--- config.mk ---
export PLATFORM = sky130hd
export DESIGN_NAME = spi_pred_tx_flat
export DESIGN_NICKNAME = d
export VERILOG_FILES = /design/src/rtl/spi_pred_tx_if.sv /design/src/rtl/spi_pred_tx.sv /design/src/flat_wrapper.sv
export SDC_FILE = /design/constraint.sdc
export NUM_CORES = 1
export LEC_CHECK = 0
export CELL_PAD_IN_SITES_DETAIL_PLACEMENT = 1
export CELL_PAD_IN_SITES_GLOBAL_PLACEMENT = 1
export CORE_ASPECT_RATIO = 1.1
export CORE_UTILIZATION = 25
export DETAILED_ROUTE_END_ITERATION = 10
export PLACE_DENSITY_LB_ADDON = 0.1
export SLEW_MARGIN = 25
export SYNTH_ARGS = -nofsm -noshare
export SYNTH_HDL_FRONTEND = slang
export SYNTH_SLANG_ARGS = --single-unit
--- constraint.sdc ---
create_clock -name clk -period 4.89 [get_ports clk]
set_clock_uncertainty 0.15 [all_clocks]
set_input_delay 0.978 -clock clk [delete_from_list [all_inputs] [get_ports clk]]
set_output_delay 0.978 -clock clk [all_outputs]
set_load 0.005 [all_outputs]
--- src/rtl/spi_pred_tx_if.sv ---
// spi_pred_tx_if: SPI pins plus predictor-core handshake for the prediction transmit path.
interface spi_pred_tx_if #(
   parameter int FRAME_WIDTH = 18
);
   logic                   cs;
   logic                   sclk;
   logic                   miso;
   logic                   load;
   logic [FRAME_WIDTH-1:0] frame_in;
   logic                   ready;
   logic                   tx_done;
   logic                   tx_abort;
   logic                   underrun;
   modport master (
      output cs, sclk, load, frame_in,
      input  miso, ready, tx_done, tx_abort, underrun
   );
   modport slave (
      input  cs, sclk, load, frame_in,
      output miso, ready, tx_done, tx_abort, underrun
   );
endinterface

--- src/rtl/spi_pred_tx.sv ---
// spi_pred_tx: SPI responder that shifts one buffered prediction frame out on MISO per cs-low transaction.
module spi_pred_tx #(
   parameter int FRAME_WIDTH = 18,
   parameter int CNT_WIDTH   = 5
) (
   input logic           clk,
   input logic           rst,
   spi_pred_tx_if.slave  bus
);
   typedef enum logic [1:0] {IDLE, ARMED, SHIFT, DRAIN} state_t;
   localparam logic [CNT_WIDTH-1:0] LAST_BIT = CNT_WIDTH'(FRAME_WIDTH - 1);
   localparam logic [CNT_WIDTH-1:0] ALL_BITS = CNT_WIDTH'(FRAME_WIDTH);
   state_t                 r_state, w_state;
   logic [2:0]             r_cs_sync, r_sclk_sync;
   logic [FRAME_WIDTH-1:0] r_buf, w_buf, r_shift, w_shift;
   logic [CNT_WIDTH-1:0]   r_cnt, w_cnt;
   logic                   r_full, w_full, r_miso, w_miso;
   logic                   r_done, w_done, r_abort, w_abort, r_under, w_under;
   logic                   w_cs_fall, w_cs_rise, w_sclk_rise, w_sclk_fall, w_load;
   // [0],[1] are the synchroniser stages, [2] holds the previous synchronised level
   always_ff @(posedge clk) begin
      if (rst) begin
         r_cs_sync   <= 3'b111;
         r_sclk_sync <= 3'b000;
      end else begin
         r_cs_sync   <= {r_cs_sync[1:0], bus.cs};
         r_sclk_sync <= {r_sclk_sync[1:0], bus.sclk};
      end
   end
   assign w_cs_fall   = r_cs_sync[2] & ~r_cs_sync[1];
   assign w_cs_rise   = ~r_cs_sync[2] & r_cs_sync[1];
   assign w_sclk_rise = ~r_sclk_sync[2] & r_sclk_sync[1];
   assign w_sclk_fall = r_sclk_sync[2] & ~r_sclk_sync[1];
   assign w_load      = bus.load & (r_state != SHIFT);
   always_ff @(posedge clk) begin
      if (rst) begin
         r_state <= IDLE;
         r_buf   <= '0;
         r_shift <= '0;
         r_cnt   <= '0;
         r_full  <= 1'b0;
         r_miso  <= 1'b0;
         r_done  <= 1'b0;
         r_abort <= 1'b0;
         r_under <= 1'b0;
      end else begin
         r_state <= w_state;
         r_buf   <= w_buf;
         r_shift <= w_shift;
         r_cnt   <= w_cnt;
         r_full  <= w_full;
         r_miso  <= w_miso;
         r_done  <= w_done;
         r_abort <= w_abort;
         r_under <= w_under;
      end
   end
   always_comb begin
      w_state = r_state;
      w_buf   = w_load ? bus.frame_in : r_buf;
      w_full  = r_full | w_load;
      w_shift = r_shift;
      w_cnt   = r_cnt;
      w_miso  = r_miso;
      w_done  = 1'b0;
      w_abort = 1'b0;
      w_under = 1'b0;
      case (r_state)
         IDLE: begin
            w_miso = 1'b0;
            if (w_cs_fall) begin
               w_under = 1'b1;
               w_state = DRAIN;
            end else if (w_load) begin
               w_state = ARMED;
            end
         end
         ARMED: begin
            w_miso = 1'b0;
            // w_buf already carries a same-cycle load, so the newest frame is sent
            if (w_cs_fall) begin
               w_shift = w_buf;
               w_full  = 1'b0;
               w_miso  = w_buf[FRAME_WIDTH-1];
               w_cnt   = '0;
               w_state = SHIFT;
            end
         end
         SHIFT: begin
            if (w_sclk_rise && r_cnt == LAST_BIT) begin
               w_cnt   = ALL_BITS;
               w_done  = 1'b1;
               w_miso  = 1'b0;
               w_shift = '0;
               w_state = DRAIN;
            end else if (w_cs_rise) begin
               w_abort = 1'b1;
               w_miso  = 1'b0;
               w_shift = '0;
               w_state = r_full ? ARMED : IDLE;
            end else if (w_sclk_rise) begin
               w_cnt = (r_cnt == ALL_BITS) ? r_cnt : r_cnt + 1'b1;
            end else if (w_sclk_fall) begin
               w_shift = r_shift << 1;
               w_miso  = r_shift[FRAME_WIDTH-2];
            end
         end
         DRAIN: begin
            w_miso = 1'b0;
            if (w_cs_rise) w_state = w_full ? ARMED : IDLE;
         end
      endcase
   end
   assign bus.miso     = r_miso;
   assign bus.ready    = (r_state != SHIFT);
   assign bus.tx_done  = r_done;
   assign bus.tx_abort = r_abort;
   assign bus.underrun = r_under;
endmodule
--- src/flat_wrapper.sv ---
// flat-port wrapper written by rule: the top's interface ports become plain ports
module spi_pred_tx_flat 
#(
   parameter int FRAME_WIDTH = 18,
   parameter int CNT_WIDTH   = 5
)
  (clk, rst, bus_cs, bus_sclk, bus_load, bus_frame_in, bus_miso, bus_ready, bus_tx_done, bus_tx_abort, bus_underrun);
  spi_pred_tx_if #(.FRAME_WIDTH(FRAME_WIDTH)) bus_i ();
  input logic clk;
  input logic rst;
  input wire logic [$bits(bus_i.cs)-1:0] bus_cs;
  input wire logic [$bits(bus_i.sclk)-1:0] bus_sclk;
  input wire logic [$bits(bus_i.load)-1:0] bus_load;
  input wire logic [$bits(bus_i.frame_in)-1:0] bus_frame_in;
  output wire logic [$bits(bus_i.miso)-1:0] bus_miso;
  output wire logic [$bits(bus_i.ready)-1:0] bus_ready;
  output wire logic [$bits(bus_i.tx_done)-1:0] bus_tx_done;
  output wire logic [$bits(bus_i.tx_abort)-1:0] bus_tx_abort;
  output wire logic [$bits(bus_i.underrun)-1:0] bus_underrun;
  assign bus_i.cs = bus_cs;
  assign bus_i.sclk = bus_sclk;
  assign bus_i.load = bus_load;
  assign bus_i.frame_in = bus_frame_in;
  assign bus_miso = bus_i.miso;
  assign bus_ready = bus_i.ready;
  assign bus_tx_done = bus_i.tx_done;
  assign bus_tx_abort = bus_i.tx_abort;
  assign bus_underrun = bus_i.underrun;
  spi_pred_tx #(.FRAME_WIDTH(FRAME_WIDTH), .CNT_WIDTH(CNT_WIDTH)) u_core (.clk(clk), .rst(rst), .bus(bus_i));
endmodule
[Word level (Yosys, flattened, before mapping)]
Index checks and enable logic that the tools add are counted.
Word-level totals
  logic and storage cells: 83
  bits of input ports: 23
  bits in registers: 53
  output and inout port bits: 5
Operators by class
  reductions and logical operators: 11
  multiplexer cells: 33
  equality and inequality tests: 15
  $add $sub $neg: 1
  bitwise logic cells: 12
Operators by type and width (count)
  17-bit 2-to-1 mux: 5
  17-bit one-hot mux with 2 select lines: 1
  5-bit 2-to-1 mux: 5
  18-bit 2-to-1 mux: 1
  1-bit 2-to-1 mux: 12
  2-bit 2-to-1 mux: 6
  5-bit equality test, second input constant: 2
  5-bit one-hot mux with 2 select lines: 1
  3-bit by 1-bit != test with 1-bit output, second input constant: 3
  2-bit one-hot mux with 4 select lines: 1
  4-bit AND reduction: 2
  1-bit NOT: 6
  2-bit OR reduction: 3
  5-bit by 1-bit adder with 5-bit output, second input constant: 1
  1-bit AND: 5
  5-bit AND reduction: 1
  2-bit equality test, second input constant: 2
  2-bit by 1-bit != test with 1-bit output, second input constant: 2
  4-bit by 1-bit != test with 1-bit output, second input constant: 1
  4-bit by 3-bit != test with 1-bit output, second input constant: 1
  3-bit by 2-bit != test with 1-bit output, second input constant: 1
  3-bit != test, second input constant: 1
  1-bit one-hot mux with 3 select lines: 1
  3-bit OR reduction: 1
  other kinds (7): 7

[Depth between registers and ports, before layout]
  word-level depth: 7
  mapped depth: 9
  mapped depth without buffers: 7

[Worst setup path before layout]
No wires, ideal clock.
  path kind: in2reg
  start point: input bus_load
  end point: register u_core.r_shift[10]
  path buffers: 2
  setup slack: 2.451 ns
  setup time: 0.132 ns
  stages: 5
  data arrival time: 2.157 ns
  data required time: 4.608 ns
  cell sequence: buf_2 > clkbuf_1 > mux2_2 > a221oi_1 > nor3_1
Between the ends
  cells in the longest elaborated chain, start to end: 4
Ends and longest elaborated chain
  start, declared: line flat_wrapper.sv:13  | input wire logic [$bits(bus_i.load)-1:0] bus_load;
  1-bit AND: line spi_pred_tx.sv:34  | assign w_load = bus.load & (r_state != SHIFT);
  18-bit 2-to-1 mux: line spi_pred_tx.sv:60  | w_buf = w_load ? bus.frame_in : r_buf;
  17-bit 2-to-1 mux: line spi_pred_tx.sv:81  | if (w_cs_fall) begin
  17-bit one-hot mux with 2 select lines: line spi_pred_tx.sv:68  | case (r_state)
  end signal, assigned: line spi_pred_tx.sv:49  | r_shift <= w_shift;
  end, declared: line spi_pred_tx.sv:15  | logic [FRAME_WIDTH-1:0] r_buf, w_buf, r_shift, w_shift;
No other way between the ends. The select of a mux whose other input is x is not followed.
A chain may end at the register's enable or synchronous reset.

[Worst setup path in the final report]
  start point: register u_core.r_state[0]
  end point: output bus_ready
Between the ends
  cells in the longest elaborated chain, start to end: 1
Ends and longest elaborated chain
  start, declared: line spi_pred_tx.sv:13  | state_t r_state, w_state;
  start signal, assigned: line spi_pred_tx.sv:47  | r_state <= w_state;
  2-bit != test: line spi_pred_tx.sv:115  | assign bus.ready = (r_state != SHIFT);
  end, declared: line flat_wrapper.sv:16  | output wire logic [$bits(bus_i.ready)-1:0] bus_ready;
No other way between the ends.

==> metrics.md <==
| Metric | Value |
|---|---|
| Clock Tree Root | clkbuf_8 |
| Max Freq | 0.304 GHz |
| Asr flop ratio synth | 0 |
| I/O pin cnt | 28 |
| Vias per inst | 4.99 |
| Synth top area cells | dfxtp_1 (42%), mux2_2 (7.2%), a221oi_1 (6.3%) |
| Syn Inst Count | 281 |
| Final HPWL DP | 4240 µm |
| Clk sinks | 53 |
| Final setup viols | 0 |
| Worst Tran Pin Value | 947 ps |
| Status | complete, no violations |
| Post-synth EDFFs | 0 |
| Hold_buf cts | 0 |
| Starting density of the core | 0.263 |
| Yosys top cell area share | 0.424 |
| First-pass GRT wire length | 10,900 µm |
| Prevailing post-synth register cell | dfxtp_1 |
| VDD IR-drop max | 0.170 mV |
| Vias in the first global route | 2,073 |
| Worst Hold End | u_core.r_cs_sync[1] |
| R2R cell count | 7 |
| H-tree levels | 2 |
| Max transition margin | 0.369 |
| Post-synth top area cell | dfxtp_1 |
| Layout cells sized above 1 | 0.143 |
| Drc violations | 0 |
| Fin crit period | 3290 ps |
| CP max FO | 23 |
| Cell depth of the worst hold path | 1 |
| Worst hold path startpoint | u_core.r_cs_sync[0] |
| R2r startpoint | u_core.r_state[0] |
| DRT Pass-1 Iters | 4 |
| Power per cell area | 501 nW/µm² |
| Clock buffer depth | 2 |
| Number of buffers created by CTS | 5 |
| Std-Cell Rows | 37 |
| Die H | 107 µm |
| Die area | 10,400 µm² |
| FF-to-FF End | u_core.r_state[0] |
| Die X | 97.4 µm |
| DR iter-0 viols | 71 |
| Max-cap viol count | 0 |
| Number of synthesized register bits | 53 |
| Syn nets | 313 |
| GRT Total Usage | 0.134 |
| Yosys cell types | 43 |
| Worst hold slack | 263 ps |
| GP Congestion | 0.669 |
| Layout Nets | 332 |
| DRT antenna net count | 0 |
| Wire per inst | 15.9 µm |
| Worst setup EP type | output port |
| Initial antenna violation count | 0 |
| Layout fillers | 1,126 |
| Seq/Total Area, Yosys | 0.424 |
| Placeable Area | 9540 µm² |
| Largest net degree at the start of global routing | 47 |
| Syn Std Cell Area | 2500 µm² |
| Clock transition at the registers of the reported paths | 90 ps |
| Setup Buffers After CTS | 0 |
| Flop2flop setup slack | 2230 ps |
| Diodes inserted | 0 |
| Final setup TNS | 0 ps |
| Ys Warns | 0 |
| Avg Cell Area, Syn | 8.91 µm² |
| CTS tree | done |
| Endpoints failing hold | 0 |
| Area grow syn2layout | 18.1% |
| Via count | 2,085 |
| Cts repair resizes | 0 |
| Worst skew pair latency | 310 ps |
| Leakage power | 1.06 nW |
| GRT overflow | 0 |
| Critical Path RT | 3760 ps |
| Crit path kind | reg2out |
| Min-Delay Path Class | reg2reg |
| Post-Route WL | 6660 µm |
| Crit share post-route | 0.672 |
| Fin. max-slew vios | 0 |
| Worst Path Arrival | 2160 ps |
| Unrepaired setup endpoints after global routing | false |
| Critical Path Source Type | flip-flop |
| Port bufs | 27 |
==> state kept, by name (all words and copies together) (netlist names) <==
name / count
u_core.r_cs_sync: 3
u_core.bus.tx_done: 1
u_core.r_shift: 17
u_core.bus.miso: 1
u_core.r_buf: 18
u_core.bus.underrun: 1
u_core.r_state: 2
u_core.r_sclk_sync: 3
u_core.r_full: 1
u_core.r_cnt: 5
u_core.bus.tx_abort: 1
==> metrics by stage <==
step,cell area (µm²),instances,util,power [W],setup slack [ps]
after floorplan,2500,281,-,0.00102,2450
after global placement,2840,410,0.298,0.00118,1490
after detailed placement,2840,410,0.298,0.00118,1460
after CTS,2960,418,0.310,0.00151,1550
after global routing,2960,418,0.310,0.00160,1410
final,2960,418,0.310,0.00148,1600
==> metal layers <==
layer | vias to the layer above | global-route usage | share of wire
met1 | 1016 | 0.177 | 0.50
met5 | - | 0 | 0
met2 | 36 | 0.215 | 0.45
met4 | 0 | 0.0473 | 0.014
li1 | 1028 | - | -
met3 | 5 | 0.0293 | 0.036
==> cell usage after synthesis, drive strengths merged (2+ instances only) <==
master  count
dfxtp      53
nand2      42
nor2       24
a21oi      23
a221oi     19
nor3       18
mux2       16
clkbuf     12
ha          9
buf         7
nor2b       7
o21ai       7
inv         6
or2         5
a211oi      4
nand2b      4
nor3b       3
or3         3
nand3       2
nand4       2
o41ai       2
==> critical path, cell delays in order, from the launching register on <==
cell             delay [ps]
dfxtp_1                 400
inv_1                   110
ha_1                    370
inv_1                   100
buf_4                   290
clkdlybuf4s50_1         560
==> kinds of logic (layout without fill, tap and decap cells) <==
group                    after synthesis  after routing  synth area share
multiplexers                          17             17            0.0760
AO/OA/AOI/OAI                         62             62             0.183
adder cells (fa/ha/maj)                9              9            0.0450
AND/OR/NAND/NOR                      115            115             0.221
flip-flops                            53             53             0.424
buffers and inverters                 25             45            0.0505
==> power by group <==
part | total [W] | internal [W] | switching (W)
registers | 0.000589 | 0.000535 | 0.0000542
logic | 0.000576 | 0.000222 | 0.000354
clock network | 0.000317 | 0.000167 | 0.000150
==> how the worst max path moves through the flow <==
stage,cells past startpoint,start,end
2_1_floorplan,5,bus_load,u_core.r_shift[10]
3_3_place_gp,7,bus_load,u_core.r_state[1]
3_5_place_dp,7,bus_load,u_core.r_state[0]
4_1_cts,5,u_core.r_state[0],bus_ready
5_1_grt,5,u_core.r_state[0],bus_ready
6_report,5,u_core.r_state[0],bus_ready
==> area by class of cell <==
| class | count | area (µm²) | area share |
|---|---|---|---|
| clock buffers | 7 | 86.3 | 0.0292 |
| repair buffers | 31 | 295 | 0.0998 |
| inverters | 6 | 22.5 | 0.00761 |
| multi-input cells | 203 | 1320 | 0.445 |
| flip-flops and latches | 53 | 1060 | 0.359 |
| clock inverters | 1 | 30.0 | 0.0102 |
| well taps | 117 | 146 | 0.0495 |
==> cell usage in the layout, fill, tap and decap left out, types with 2 or more instances in the layout <==
| master | netlist | layout |
|---|---|---|
| o41ai_1 | 2 | 2 |
| a221oi_1 | 18 | 18 |
| dfxtp_1 | 53 | 53 |
| nand2_1 | 41 | 41 |
| or2_2 | 5 | 5 |
| buf_4 | 2 | 4 |
| a211oi_1 | 3 | 3 |
| inv_1 | 6 | 6 |
| nor3_1 | 18 | 18 |
| mux2_2 | 16 | 16 |
| o21ai_0 | 6 | 6 |
| nand2b_1 | 4 | 4 |
| nand3_1 | 2 | 2 |
| nor2_1 | 23 | 23 |
| clkdlybuf4s50_1 | 0 | 26 |
| nand4_1 | 2 | 2 |
| nor3b_1 | 3 | 3 |
| nor2b_1 | 7 | 7 |
| ha_1 | 9 | 9 |
| clkbuf_8 | 2 | 6 |
| a21oi_1 | 23 | 23 |
| or3_1 | 2 | 2 |
Power figures use the tool's default switching activity.
